File: config.mk
export PLATFORM = sky130hd
export DESIGN_NAME = lsu_ctrl_flat
export DESIGN_NICKNAME = d
export VERILOG_FILES = /design/src/rtl/lsu_pkg.sv /design/src/rtl/lsu_ctrl_if.sv /design/src/rtl/lsu_ctrl_mem_align.sv /design/src/rtl/lsu_ctrl.sv /design/src/flat_wrapper.sv
export SDC_FILE = /design/constraint.sdc
export NUM_CORES = 1
export LEC_CHECK = 0
export CORE_MARGIN = 5
export CORE_UTILIZATION = 30
export CTS_CLUSTER_DIAMETER = 80
export DETAILED_ROUTE_END_ITERATION = 8
export GPL_TIMING_DRIVEN = 0
export PLACE_DENSITY = 0.6
export SETUP_SLACK_MARGIN = 0.2
export SYNTH_ARGS = -nofsm -noshare
export SYNTH_HDL_FRONTEND = slang
export SYNTH_HIERARCHICAL = 1
export SYNTH_SLANG_ARGS = --single-unit
File: constraint.sdc
create_clock -name clk -period 2.2 [get_ports clk]
set_input_delay 0.33 -clock clk [delete_from_list [all_inputs] [get_ports clk]]
set_output_delay 0.33 -clock clk [all_outputs]
set_load 0.03 [all_outputs]
File: src/rtl/lsu_pkg.sv
// lsu_ctrl shared types: decoder codes,
// FSM states and request legality check.
package lsu_pkg;

  localparam logic [2:0] LT_NONE = 3'd0;
  localparam logic [2:0] LT_LB   = 3'd1;
  localparam logic [2:0] LT_LH   = 3'd2;
  localparam logic [2:0] LT_LW   = 3'd3;
  localparam logic [2:0] LT_LBU  = 3'd4;
  localparam logic [2:0] LT_LHU  = 3'd5;

  localparam logic [1:0] ST_NONE = 2'd0;
  localparam logic [1:0] ST_SB   = 2'd1;
  localparam logic [1:0] ST_SH   = 2'd2;
  localparam logic [1:0] ST_SW   = 2'd3;

  typedef enum logic [2:0] {
    S_IDLE,
    S_RD,
    S_WR,
    S_DONE,
    S_ERR
  } lsu_state_e;

  // Illegal code, load+store mix, or bad alignment.
  function automatic logic bad_req(
    input logic [2:0] lt,
    input logic [1:0] st,
    input logic [1:0] off
  );
    logic both;
    logic half;
    logic word;
    both = (lt != LT_NONE) && (st != ST_NONE);
    half = (lt == LT_LH) || (lt == LT_LHU) ||
           (st == ST_SH);
    word = (lt == LT_LW) || (st == ST_SW);
    return both || (lt >= 3'd6) ||
           (half && off[0]) ||
           (word && (off != 2'b00));
  endfunction

endpackage

File: src/rtl/lsu_ctrl_if.sv
// Word-wide data memory bus between
// lsu_ctrl (master) and the memory (slave).
interface lsu_ctrl_if #(
  parameter int ADDR_W = 32
);
  logic [ADDR_W-1:0] mem_addr;
  logic              mem_re;
  logic              mem_we;
  logic [31:0]       mem_wdata;
  logic [31:0]       mem_rdata;
  logic              mem_ready;

  modport master (
    output mem_addr,
    output mem_re,
    output mem_we,
    output mem_wdata,
    input  mem_rdata,
    input  mem_ready
  );

  modport slave (
    input  mem_addr,
    input  mem_re,
    input  mem_we,
    input  mem_wdata,
    output mem_rdata,
    output mem_ready
  );
endinterface

File: src/rtl/lsu_ctrl_mem_align.sv
// Byte/half lane steering: load extract and
// extend, store merge into the old word.
module mem_align
  import lsu_pkg::*;
(
  input  logic [31:0] rd_word,
  input  logic [1:0]  off,
  input  logic [2:0]  lt,
  input  logic [31:0] wdata,
  input  logic [1:0]  st,
  output logic [31:0] ld_data,
  output logic [31:0] st_word
);

  function automatic logic [31:0] ld_ext(
    input logic [31:0] w,
    input logic [1:0]  o,
    input logic [2:0]  t
  );
    logic [31:0] sh;
    logic [7:0]  b;
    logic [15:0] h;
    sh = w >> {o, 3'b000};
    b  = sh[7:0];
    h  = o[1] ? w[31:16] : w[15:0];
    unique case (t)
      LT_LB:   return {{24{b[7]}}, b};
      LT_LH:   return {{16{h[15]}}, h};
      LT_LBU:  return {24'd0, b};
      LT_LHU:  return {16'd0, h};
      default: return w;
    endcase
  endfunction

  function automatic logic [31:0] st_merge(
    input logic [31:0] old,
    input logic [31:0] wd,
    input logic [1:0]  o,
    input logic [1:0]  t
  );
    logic [31:0] m;
    logic [31:0] v;
    m = 32'h0000_00ff << {o, 3'b000};
    v = {24'd0, wd[7:0]} << {o, 3'b000};
    unique case (t)
      ST_SB:   return (old & ~m) | v;
      ST_SH:   return o[1] ?
                 {wd[15:0], old[15:0]} :
                 {old[31:16], wd[15:0]};
      default: return wd;
    endcase
  endfunction

  assign ld_data = ld_ext(rd_word, off, lt);
  assign st_word = st_merge(rd_word, wdata,
                            off, st);

endmodule

File: src/rtl/lsu_ctrl.sv
// Load/store sequencer: read, RMW for sb/sh,
// plain write for sw; stalls until done.
module lsu_ctrl
  import lsu_pkg::*;
#(
  parameter int ADDR_W = 32
) (
  input  logic              clk,
  input  logic              rstn,
  input  logic              start,
  input  logic [2:0]        load_type,
  input  logic [1:0]        store_type,
  input  logic [ADDR_W-1:0] addr,
  input  logic [31:0]       wdata,
  output logic              stall,
  output logic              done,
  output logic              misalign,
  output logic [31:0]       rdata_out,
  lsu_ctrl_if.master        mem
);

  lsu_state_e        state_q, state_d;
  logic [ADDR_W-1:0] addr_q, addr_d;
  logic [31:0]       wd_q, wd_d;
  logic [2:0]        lt_q, lt_d;
  logic [1:0]        st_q, st_d;
  logic [1:0]        off_q, off_d;
  logic [31:0]       rdata_q, rdata_d;
  logic [31:0]       mwd_q, mwd_d;

  logic        req;
  logic        err;
  logic [31:0] ld_data;
  logic [31:0] st_word;

  mem_align u_align (
    .rd_word (mem.mem_rdata),
    .off     (off_q),
    .lt      (lt_q),
    .wdata   (wd_q),
    .st      (st_q),
    .ld_data (ld_data),
    .st_word (st_word)
  );

  assign req = (load_type != LT_NONE) ||
               (store_type != ST_NONE);
  assign err = bad_req(load_type, store_type,
                       addr[1:0]);

  // Next state, latches and write word.
  always_comb begin
    state_d = state_q;
    addr_d  = addr_q;
    wd_d    = wd_q;
    lt_d    = lt_q;
    st_d    = st_q;
    off_d   = off_q;
    rdata_d = rdata_q;
    mwd_d   = mwd_q;
    unique case (state_q)
      S_IDLE: begin
        if (start && req) begin
          addr_d = {addr[ADDR_W-1:2], 2'b00};
          wd_d   = wdata;
          lt_d   = load_type;
          st_d   = store_type;
          off_d  = addr[1:0];
          unique case (1'b1)
            err: state_d = S_ERR;
            (!err && store_type == ST_SW): begin
              state_d = S_WR;
              mwd_d   = wdata;
            end
            default: state_d = S_RD;
          endcase
        end
      end
      S_RD: begin
        if (mem.mem_ready) begin
          if (st_q == ST_NONE) begin
            rdata_d = ld_data;
            state_d = S_DONE;
          end else begin
            mwd_d   = st_word;
            state_d = S_WR;
          end
        end
      end
      S_WR: begin
        if (mem.mem_ready) state_d = S_DONE;
      end
      S_DONE:  state_d = S_IDLE;
      S_ERR:   state_d = S_IDLE;
      default: state_d = S_IDLE;
    endcase
  end

  // FSM and datapath registers.
  always_ff @(posedge clk or negedge rstn) begin
    if (!rstn) begin
      state_q <= S_IDLE;
      addr_q  <= '0;
      wd_q    <= '0;
      lt_q    <= LT_NONE;
      st_q    <= ST_NONE;
      off_q   <= '0;
      rdata_q <= '0;
      mwd_q   <= '0;
    end else begin
      state_q <= state_d;
      addr_q  <= addr_d;
      wd_q    <= wd_d;
      lt_q    <= lt_d;
      st_q    <= st_d;
      off_q   <= off_d;
      rdata_q <= rdata_d;
      mwd_q   <= mwd_d;
    end
  end

  assign mem.mem_addr  = addr_q;
  assign mem.mem_wdata = mwd_q;
  assign mem.mem_re    = (state_q == S_RD);
  assign mem.mem_we    = (state_q == S_WR);

  assign done      = (state_q == S_DONE) ||
                     (state_q == S_ERR);
  assign misalign  = (state_q == S_ERR);
  assign rdata_out = rdata_q;

  assign stall = ((state_q == S_IDLE) &&
                  start && req) ||
                 (state_q == S_RD) ||
                 (state_q == S_WR);

endmodule

File: src/flat_wrapper.sv
// flat-port wrapper written by rule: the top's interface ports become plain ports
module lsu_ctrl_flat import lsu_pkg::*;
#(
  parameter int ADDR_W = 32
)
  (clk, rstn, start, load_type, store_type, addr, wdata, stall, done, misalign, rdata_out, mem_mem_addr, mem_mem_re, mem_mem_we, mem_mem_wdata, mem_mem_rdata, mem_mem_ready);
  lsu_ctrl_if #(.ADDR_W(ADDR_W)) mem_i ();
  input  logic clk;
  input  logic rstn;
  input  logic start;
  input  logic [2:0] load_type;
  input  logic [1:0] store_type;
  input  logic [ADDR_W-1:0] addr;
  input  logic [31:0] wdata;
  output logic stall;
  output logic done;
  output logic misalign;
  output logic [31:0] rdata_out;
  output wire logic [$bits(mem_i.mem_addr)-1:0] mem_mem_addr;
  output wire logic [$bits(mem_i.mem_re)-1:0] mem_mem_re;
  output wire logic [$bits(mem_i.mem_we)-1:0] mem_mem_we;
  output wire logic [$bits(mem_i.mem_wdata)-1:0] mem_mem_wdata;
  input wire logic [$bits(mem_i.mem_rdata)-1:0] mem_mem_rdata;
  input wire logic [$bits(mem_i.mem_ready)-1:0] mem_mem_ready;
  assign mem_mem_addr = mem_i.mem_addr;
  assign mem_mem_re = mem_i.mem_re;
  assign mem_mem_we = mem_i.mem_we;
  assign mem_mem_wdata = mem_i.mem_wdata;
  assign mem_i.mem_rdata = mem_mem_rdata;
  assign mem_i.mem_ready = mem_mem_ready;
  lsu_ctrl #(.ADDR_W(ADDR_W)) u_core (.clk(clk), .rstn(rstn), .start(start), .load_type(load_type), .store_type(store_type), .addr(addr), .wdata(wdata), .stall(stall), .done(done), .misalign(misalign), .rdata_out(rdata_out), .mem(mem_i));
endmodule
Word level (Yosys, flattened, before mapping):

Index checks and enable logic that the tools add are counted.

* flip-flop bits (word level): 136

* $lt $le $gt $ge: 1
* equality and inequality tests: 20
* shifts and indexed selects: 3
* muxes and demuxes: 15
* bitwise gates (word level): 3
* reduce and logical (&&, ||, !) cells: 28

Operator list (number)
* 32-bit two-way mux: 5
* 32-bit case mux with 2 select lines: 2
* 32-bit case mux with 4 select lines: 1
* 32-bit AND: 1
* 32-bit inverter: 1
* 32-bit OR: 1
* 8-bit by 5-bit left shift with 32-bit output: 1
* 8-bit by 5-bit left shift with 32-bit output (first input constant): 1
* 32-bit by 5-bit right shift with 8-bit output: 1
* 16-bit two-way mux: 1
* 3-bit by 2-bit == test with 1-bit output (second input constant): 5
* 3-bit == test (second input constant): 4
* 1-bit logical OR: 10
* 3-bit two-way mux: 3
* 3-bit case mux with 3 select lines: 1
* 2-bit by 1-bit != test with 1-bit output (second input constant): 4
* 1-bit logical AND: 7
* 2-bit == test (second input constant): 3
* 3-bit by 1-bit == test with 1-bit output (second input constant): 2
* 3-bit case mux with 2 select lines: 1
* 3-bit AND reduction: 2
* 2-bit nonzero test: 3
* 5-bit AND reduction: 1
* 3-bit greater-or-equal comparator (second input constant): 1
* 8 further kinds: 8

Longest topological paths before layout:

Gate-level depths: netlist of the first run.

* word-level depth: 11
* depth in mapped cells: 9
* depth with buffers taken out: 8

Cells and area by module:

Netlist of the first run, hierarchy kept.

Modules (own cells, without submodules)
* lsu_ctrl: times used 1, cells an instance 634, area each 6032.0 µm²
* mem_align: times used 1, cells an instance 231, area each 1645.3 µm²

Least setup slack after synthesis of the first run:

OpenSTA, ideal clock, no wires.

* path type: flip-flop to flip-flop
* from: reg u_core.state_q[1]
* to: reg u_core.rdata_q[0] (netlist: u_core/rdata_out[0])
* library setup time: 125 ps
* arrival: 2331 ps
* data required time: 2075 ps
* setup slack: -255 ps
* stages on the path, launching flop included: 6
* cell sequence: dfrtp_1 -> clkbuf_1 -> nor3b_1 -> nand3_1 -> clkbuf_1 -> mux2_2

* word-level cells in the longest chain between the ends: 2

RTL lines
* start, declared: line lsu_ctrl.sv:22 `lsu_state_e state_q, state_d;`
* start signal, assigned: line lsu_ctrl.sv:111 `state_q <= state_d;`
* 3-bit by 1-bit == test with 1-bit output
* named net mem_mem_re: line flat_wrapper.sv:20 `output wire logic [$bits(mem_i.mem_re)-1:0] mem_mem_re;`
* 3-bit AND reduction (no line)
* end signal, assigned: line lsu_ctrl.sv:117 `rdata_q <= rdata_d;`
* end, declared: line lsu_ctrl.sv:28 `logic [31:0] rdata_q, rdata_d;`

The timed path passes the listed nets, and every way through them passes these cells.
A chain may end at the register's enable or synchronous reset.

Worst setup path after layout of the first run:

* from: reg u_core.off_q[1]
* to: reg u_core.rdata_q[28] (netlist: u_core/rdata_out[28])

* word-level cells in the longest chain between the ends: 2

RTL lines
* start, declared: line lsu_ctrl.sv:27 `logic [1:0] off_q, off_d;`
* start signal, assigned: line lsu_ctrl.sv:107 `off_q <= '0;`
* start signal, assigned: line lsu_ctrl.sv:116 `off_q <= off_d;`
* 32-bit by 5-bit right shift with 8-bit output or 16-bit two-way mux (tied branches): line lsu_ctrl_mem_align.sv:23, lsu_ctrl_mem_align.sv:25
* 32-bit case mux with 4 select lines *: line lsu_ctrl_mem_align.sv:26 `unique case (t)`
* named net u_core.ld_data[28]: line lsu_ctrl.sv:33 `logic [31:0] ld_data;`

The timed path passes the listed nets; every way through them passes the cells marked *.

==> results.py, run 1 <==
metrics = {
    "floorplan": {
        "initial_core_util_pct": 30.49,
        "row_count": 58,
        "pin_count": 206,
        "fp.dieW_um": 170.0,
        "die_y_um": 170.0,
        "die-area_sq_um": 28890,
        "core_area_sq_um": 25180,
    },
    "critical_path": {
        "start_kind": "flop",
        "path_cells": "buf_6 > mux4_2 > nor4b_4 > o21bai_4 > buf_6 > a21o_1 > mux2_2",
        "criticalPathCategory": "flop to flop",
        "r2r-start": "u_core/off_q[1]",
        "rrSetupSlack_ns": 0.11,
        "critPathCaptureType": "flop",
        "reg2reg_depth": 7,
        "critPathMaxStageDelay_ns": 0.52,
        "reg2reg_to": "u_core/rdata_out[28]",
        "cpMaxStageDelayCell": "mux4_2",
        "crit_start": "u_core/off_q[1]",
        "cp_max_fo": 5,
        "worstPathRequired_ns": 2.51,
        "cpMostUsedCell": "buf_6",
        "arrival_ns": 2.40,
    },
    "timing": {
        "setup_violations": 0,
        "max_freq_mhz": 479.3,
        "slew_viol_final": 0,
        "relSlewSlack_pct": 54.20,
        "setup_tns_ns": 0,
        "fin_crit_ns": 2.086,
        "rsz0062_at_grt": "yes",
        "hold_viol": 0,
        "tightest_slew_ns": 0.6870,
        "min_period_over_period_pct": 94.83,
        "clock_skew_ns": 0.009444,
    },
    "synthesis": {
        "synth_cell_types": 52,
        "netlist_area_sq_um": 7677,
        "netlist_instances": 865,
        "yosys_warnings": 6,
        "syn_area_per_cell_sq_um": 8.876,
        "ys_seq_area_share_pct": 44.33,
        "synthFlopType": "dfrtp_1",
        "synth_edf_count": 0,
        "async_reset_ff_share_pct": 100.0,
        "ys_ff_latch": 136,
    },
    "cts": {
        "cts-root-buf": "clkbuf_16",
        "clock_latency_ns": 0.43,
        "cts_buffers": 17,
        "cts_sinks": 136,
        "htreeDepth": 4,
        "path_clk_slew_ns": 0.06,
        "cts_tree": "done",
        "cts.path.max_buffers": 2,
    },
    "min_path": {
        "min_to": "u_core/lt_q[2]",
        "min_delay_path_depth": 3,
        "hp-class": "primary input to flop",
        "min_from": "load_type[2]",
    },
    "global_route": {
        "grt_max_degree": 75,
        "antenna_found_initial": 0,
        "overflow": 0,
        "track_usage_pct": 19.73,
        "grt_pass1_wl_um": 44960,
        "grt_pass1_vias": 7739,
    },
    "routing": {
        "wl_per_cell_um": 20.22,
        "ant_nets": 0,
        "drt_iter0_markers": 907,
        "first_pass_iters": 5,
        "viasPerCell": 5.396,
        "finalWirelength_um": 29470,
        "drc": 0,
        "routed-via-count": 7862,
    },
    "placed_design": {
        "post-dp-hpwl_um": 21480,
        "numPortBuffers": 203,
        "place_congestion": 0.9570,
    },
    "finish": {
        "drive_gt1_share_pct": 21.56,
        "layout.nets": 1221,
        "antenna_cells": 0,
        "final_util_pct": 45.61,
        "area_growth_pct": 49.59,
    },
    "power": {
        "ir_worst_vdd_v": 0.0007065,
        "powerDensity_nw_per_um2": 1559,
        "p_leak_uw": 0.005095,
    },
    "run_status": {
        "status": "finished clean",
    },
    "flow_run": {
        "drv_cap": 0,
    },
}
-- state kept, by name, indices dropped and copies added (netlist names) --
| signal | cells |
|---|---|
| u_core/mem.mem_wdata | 32 |
| u_core/rdata_out | 32 |
| u_core/wd_q | 32 |
| u_core/mem.mem_addr | 30 |
| u_core/lt_q | 3 |
| u_core/state_q | 3 |
| u_core/off_q | 2 |
| u_core/st_q | 2 |
-- placed cells by master, fill, tap and decap left out, drive strengths merged, types with 32 or more instances in the layout --
| master | synthesis | routed |
|---|---|---|
| a211oi | 33 | 33 |
| nand2 | 231 | 231 |
| nor3 | 41 | 41 |
| or3 | 33 | 33 |
| o21ai | 56 | 56 |
| clkdlybuf4s50 | 0 | 191 |
| nor4 | 32 | 32 |
| buf | 22 | 62 |
| clkbuf | 51 | 60 |
| mux2 | 49 | 49 |
| dfrtp | 136 | 136 |
-- power breakdown --
group          switching [uW]  internal, uW
sequential                769          3560
clock                    1330          1740
combinational            6040          4470
-- cells by family (layout without fill, tap and decap cells) --
kind of cell / count (synthesis) / count (layout) / synth area share (%)
compound gates: 201 / 201 / 18.17
fa+ha+maj: 2 / 2 / 0.3259
xor+xnor: 2 / 2 / 0.2282
flops: 136 / 136 / 44.33
other cells: 1 / 2 / 0.04884
mux: 57 / 57 / 9.534
buf+inv: 88 / 349 / 5.003
simple gates: 378 / 378 / 22.36
-- metrics by stage --
stage / instances / setup WS (ns) / hold WS (ns) / instance area [sq um] / total power [uW]
2_1_floorplan: 866 / 0.2066 / 0.03441 / 7692 / 10190
3_3_place_gp: 1399 / -5.118 / 0.4583 / 10140 / 13520
3_5_place_dp: 1400 / -0.5878 / 0.3768 / 10170 / 13620
4_1_cts: 1444 / 0.02810 / 0.2978 / 11190 / 17200
5_1_grt: 1457 / 0.05578 / 0.2410 / 11480 / 18950
6_report: 1457 / 0.1137 / 0.2220 / 11480 / 17900
-- critical path, delay by kind of cell, from the launching register on --
| family | cells | cell delay (ns) |
|---|---|---|
| buffers and inverters | 2 | 0.28 |
| AND/OR/NAND/NOR | 1 | 0.16 |
| multiplexers | 2 | 0.78 |
| AO/OA/AOI/OAI | 2 | 0.37 |
| flip-flops | 1 | 0.39 |
-- worst max-delay path by stage --
stage                                     to  slack [ns]  cells after the start
global route            u_core/rdata_out[25]        0.06                      7
detailed placement           u_core/wd_q[29]       -0.59                      8
finish                  u_core/rdata_out[28]        0.11                      7
global placement    u_core/mem.mem_wdata[18]       -5.12                      1
floorplan               u_core/rdata_out[17]        0.21                      7
CTS                                    stall        0.03                      5
-- area by class of cell --
cell class / instances / area, sq um
fill: 2432 / 13700
multi-input combinational: 642 / 4289
sequential: 136 / 3403
timing repair buffer: 229 / 2248
buffer: 73 / 455.4
clock buffer: 17 / 425.4
tap: 330 / 412.9
clock inverter: 15 / 193.9
inverter: 15 / 56.30
-- layer usage --
layer  vias up  global-route usage [%]  share of wire (%)
li1       3609                       -                  -
met1      3858                   27.20                 43
met2       353                   31.24                 47
met3        42                   5.505                8.8
met4         0                   4.132                1.7
met5         -                       0                  0
-- cells in the mapped netlist (2+ instances only) --
library cell / count / share of area [%]
or3_1: 33 / 2.7
a21oi_1: 19 / 1.2
o22a_1: 7 / 0.80
o21a_1: 2 / 0.20
nor3_1: 41 / 2.7
nand2_1: 231 / 11
a221oi_1: 8 / 0.91
buf_2: 13 / 0.85
mux4_2: 8 / 2.3
a21boi_0: 2 / 0.20
o22ai_1: 10 / 0.81
a22o_1: 8 / 0.91
buf_4: 4 / 0.39
nor2b_1: 5 / 0.41
o32a_1: 2 / 0.26
o21ai_1: 4 / 0.26
inv_1: 15 / 0.73
a21o_1: 18 / 1.8
ha_1: 2 / 0.33
clkbuf_1: 51 / 2.5
nand3_1: 5 / 0.33
nor4_1: 32 / 2.6
and2_1: 3 / 0.24
or2_1: 2 / 0.16
buf_1: 2 / 0.098
a32oi_1: 2 / 0.23
buf_6: 3 / 0.44
nor2_1: 14 / 0.68
o21ai_0: 52 / 3.4
a221o_1: 8 / 1.0
mux2_2: 49 / 7.2
a22oi_1: 16 / 1.6
nand2b_1: 8 / 0.65
a211oi_1: 33 / 3.2
dfrtp_1: 136 / 44
-- what timing repair did --
item,4_1_cts,5_1_grt
endpoints found under the hold margin,62,0
resized for setup,116,98
endpoints found under the setup margin,139,132
cloned,2,0
buffers inserted,9,13
hold buffers,1,0
pin swaps,3,10
Power figures use the tool's default switching activity.
==> run 2: changes to the inputs <==
--- a/config.mk
+++ b/config.mk
@@ -10,7 +10,7 @@
 export CTS_CLUSTER_DIAMETER = 80
 export DETAILED_ROUTE_END_ITERATION = 8
 export GPL_TIMING_DRIVEN = 0
-export PLACE_DENSITY = 0.6
+export PLACE_DENSITY = 0.56
 export SETUP_SLACK_MARGIN = 0.2
 export SYNTH_ARGS = -nofsm -noshare
 export SYNTH_HDL_FRONTEND = slang
==> run 2 against run 1 <==
  * Clock power decreased by 6%
  * First-iteration DRC count decreased by 29%
  * Wire length increased by 1.1%
  * Critical path type is now primary input to flop
  * Via count decreased by 2.3%
  * Highest routed layer unchanged
  * Register-to-register slack about the same
==> results.py, run 2 (synthesized netlist as in run 1, its figures left out) <==
metrics = {
    "critical_path": {
        "arrival_ns": 2.41,
        "start_kind": "primary input",
        "worstPathRequired_ns": 2.51,
        "cp_max_fo": 6,
        "critPathCaptureType": "flop",
        "criticalPathCategory": "primary input to flop",
    },
    "floorplan": {
        "pin_count": 206,
        "die-area_sq_um": 28890,
        "row_count": 58,
        "core_area_sq_um": 25180,
        "die_y_um": 170.0,
        "fp.dieW_um": 170.0,
        "initial_core_util_pct": 30.49,
    },
    "timing": {
        "clock_skew_ns": 0.01104,
        "tightest_slew_ns": 0.8154,
        "min_period_over_period_pct": 95.29,
        "timing.hold.ws_ns": 0.2065,
        "setup_tns_ns": 0,
        "relSlewSlack_pct": 45.64,
        "setup_violations": 0,
        "rsz0062_at_grt": "yes",
        "slew_viol_final": 0,
        "setup_slack_ns": 0.1036,
        "max_freq_mhz": 477.0,
        "fin_crit_ns": 2.096,
        "hold_viol": 0,
    },
    "cts": {
        "cts.path.max_buffers": 2,
        "htreeDepth": 4,
        "path_clk_slew_ns": 0.07,
        "cts_buffers": 17,
        "cts-root-buf": "clkbuf_16",
        "cts_tree": "done",
        "cts_sinks": 136,
        "clock_latency_ns": 0.42,
    },
    "global_route": {
        "antenna_found_initial": 0,
        "track_usage_pct": 20.10,
        "grt_max_degree": 78,
        "grt_pass1_wl_um": 45680,
        "overflow": 0,
        "grt_pass1_vias": 7689,
    },
    "finish": {
        "mostFrequentLayoutCells": "229 x nand2_1, 191 x clkdlybuf4s50_1, 134 x dfrtp_1",
        "instances_no_fill": 1456,
        "area_growth_pct": 51.78,
        "drive_gt1_share_pct": 22.49,
        "layout.nets": 1219,
        "layout_commonest_cell": "nand2_1",
    },
    "routing": {
        "ant_nets": 0,
        "viasPerCell": 5.275,
        "first_pass_iters": 5,
        "drt_iter0_markers": 646,
        "wl_per_cell_um": 20.46,
        "drc": 0,
        "routed-via-count": 7681,
        "finalWirelength_um": 29790,
    },
    "power": {
        "p_leak_uw": 0.005106,
        "ir_worst_vdd_v": 0.0007303,
        "powerDensity_nw_per_um2": 1534,
        "total_power_uw": 17880,
    },
    "placed_design": {
        "place_ws_ns": -0.6223,
        "numPortBuffers": 203,
        "dp.cells": 1400,
        "post-dp-hpwl_um": 21570,
        "place_congestion": 0.9728,
    },
    "min_path": {
        "hp-class": "primary input to flop",
    },
    "run_status": {
        "status": "finished clean",
    },
    "flow_run": {
        "drv_cap": 0,
    },
}
## run 2: path summary, 6_finish.rpt
check,cells past startpoint,start,endpoint,slack (ns)
worst max-delay path,7,mem_mem_rdata[31],u_core/rdata_out[25],0.10
worst min-delay path,3,store_type[1],u_core/st_q[1],0.21
worst max register to register,7,u_core/off_q[1],u_core/rdata_out[25],0.12
worst min register to register,2,u_core/mem.mem_addr[22],u_core/mem.mem_addr[22],0.48
max in group asynchronous,3,rstn,u_core/mem.mem_wdata[13],0.94
min in group asynchronous,2,rstn,u_core/rdata_out[24],0.46
## run 2: per-layer routing
metal,GRT usage [%],vias to the layer above,wire (um)
met4,4.167,0,538
met5,0,-,0
met2,32.02,338,13810
met3,5.738,32,2490
li1,-,3594,-
met1,27.49,3717,12950
## run 2: area by class of cell
| type | instances | area, sq um |
|---|---|---|
| Antenna cell | 1 | 2.502 |
| Buffer | 73 | 489.2 |
| Clock buffer | 17 | 425.4 |
| Clock inverter | 15 | 178.9 |
| Fill cell | 2449 | 13530 |
| Inverter | 15 | 56.30 |
| Multi-Input combinational cell | 642 | 4417 |
| Sequential cell | 136 | 3406 |
| Tap cell | 330 | 412.9 |
| Timing Repair Buffer | 227 | 2265 |
## run 2: where the power goes
group / total [uW] / internal, uW / switching, uW
registers: 4340 / 3560 / 777
logic: 10600 / 4570 / 6070
clock network: 2900 / 1540 / 1370
## run 2: through the flow
stage | instance area [sq um] | util [%]
3_3_place_gp | 10140 | 40.26
5_1_grt | 11650 | 46.26
6_report | 11650 | 46.27
3_5_place_dp | 10170 | 40.37
4_1_cts | 11300 | 44.88
2_1_floorplan | 7692 | -
## run 2: critical path: stages
cell	delay [ns]
clkdlybuf4s50_1	0.56
mux4_2	0.56
nor4b_4	0.16
o21bai_4	0.23
buf_6	0.15
a21o_1	0.16
mux2_2	0.26
## run 2: repair_timing
action                                  in CTS  in global routing
hold buffers                                 1                  0
endpoints found under the setup margin     139                 93
gates resized for setup                    142                103
gates cloned                                 1                  1
endpoints found under the hold margin       59                  0
buffers inserted                            13                  7
pin swaps                                    7                  9
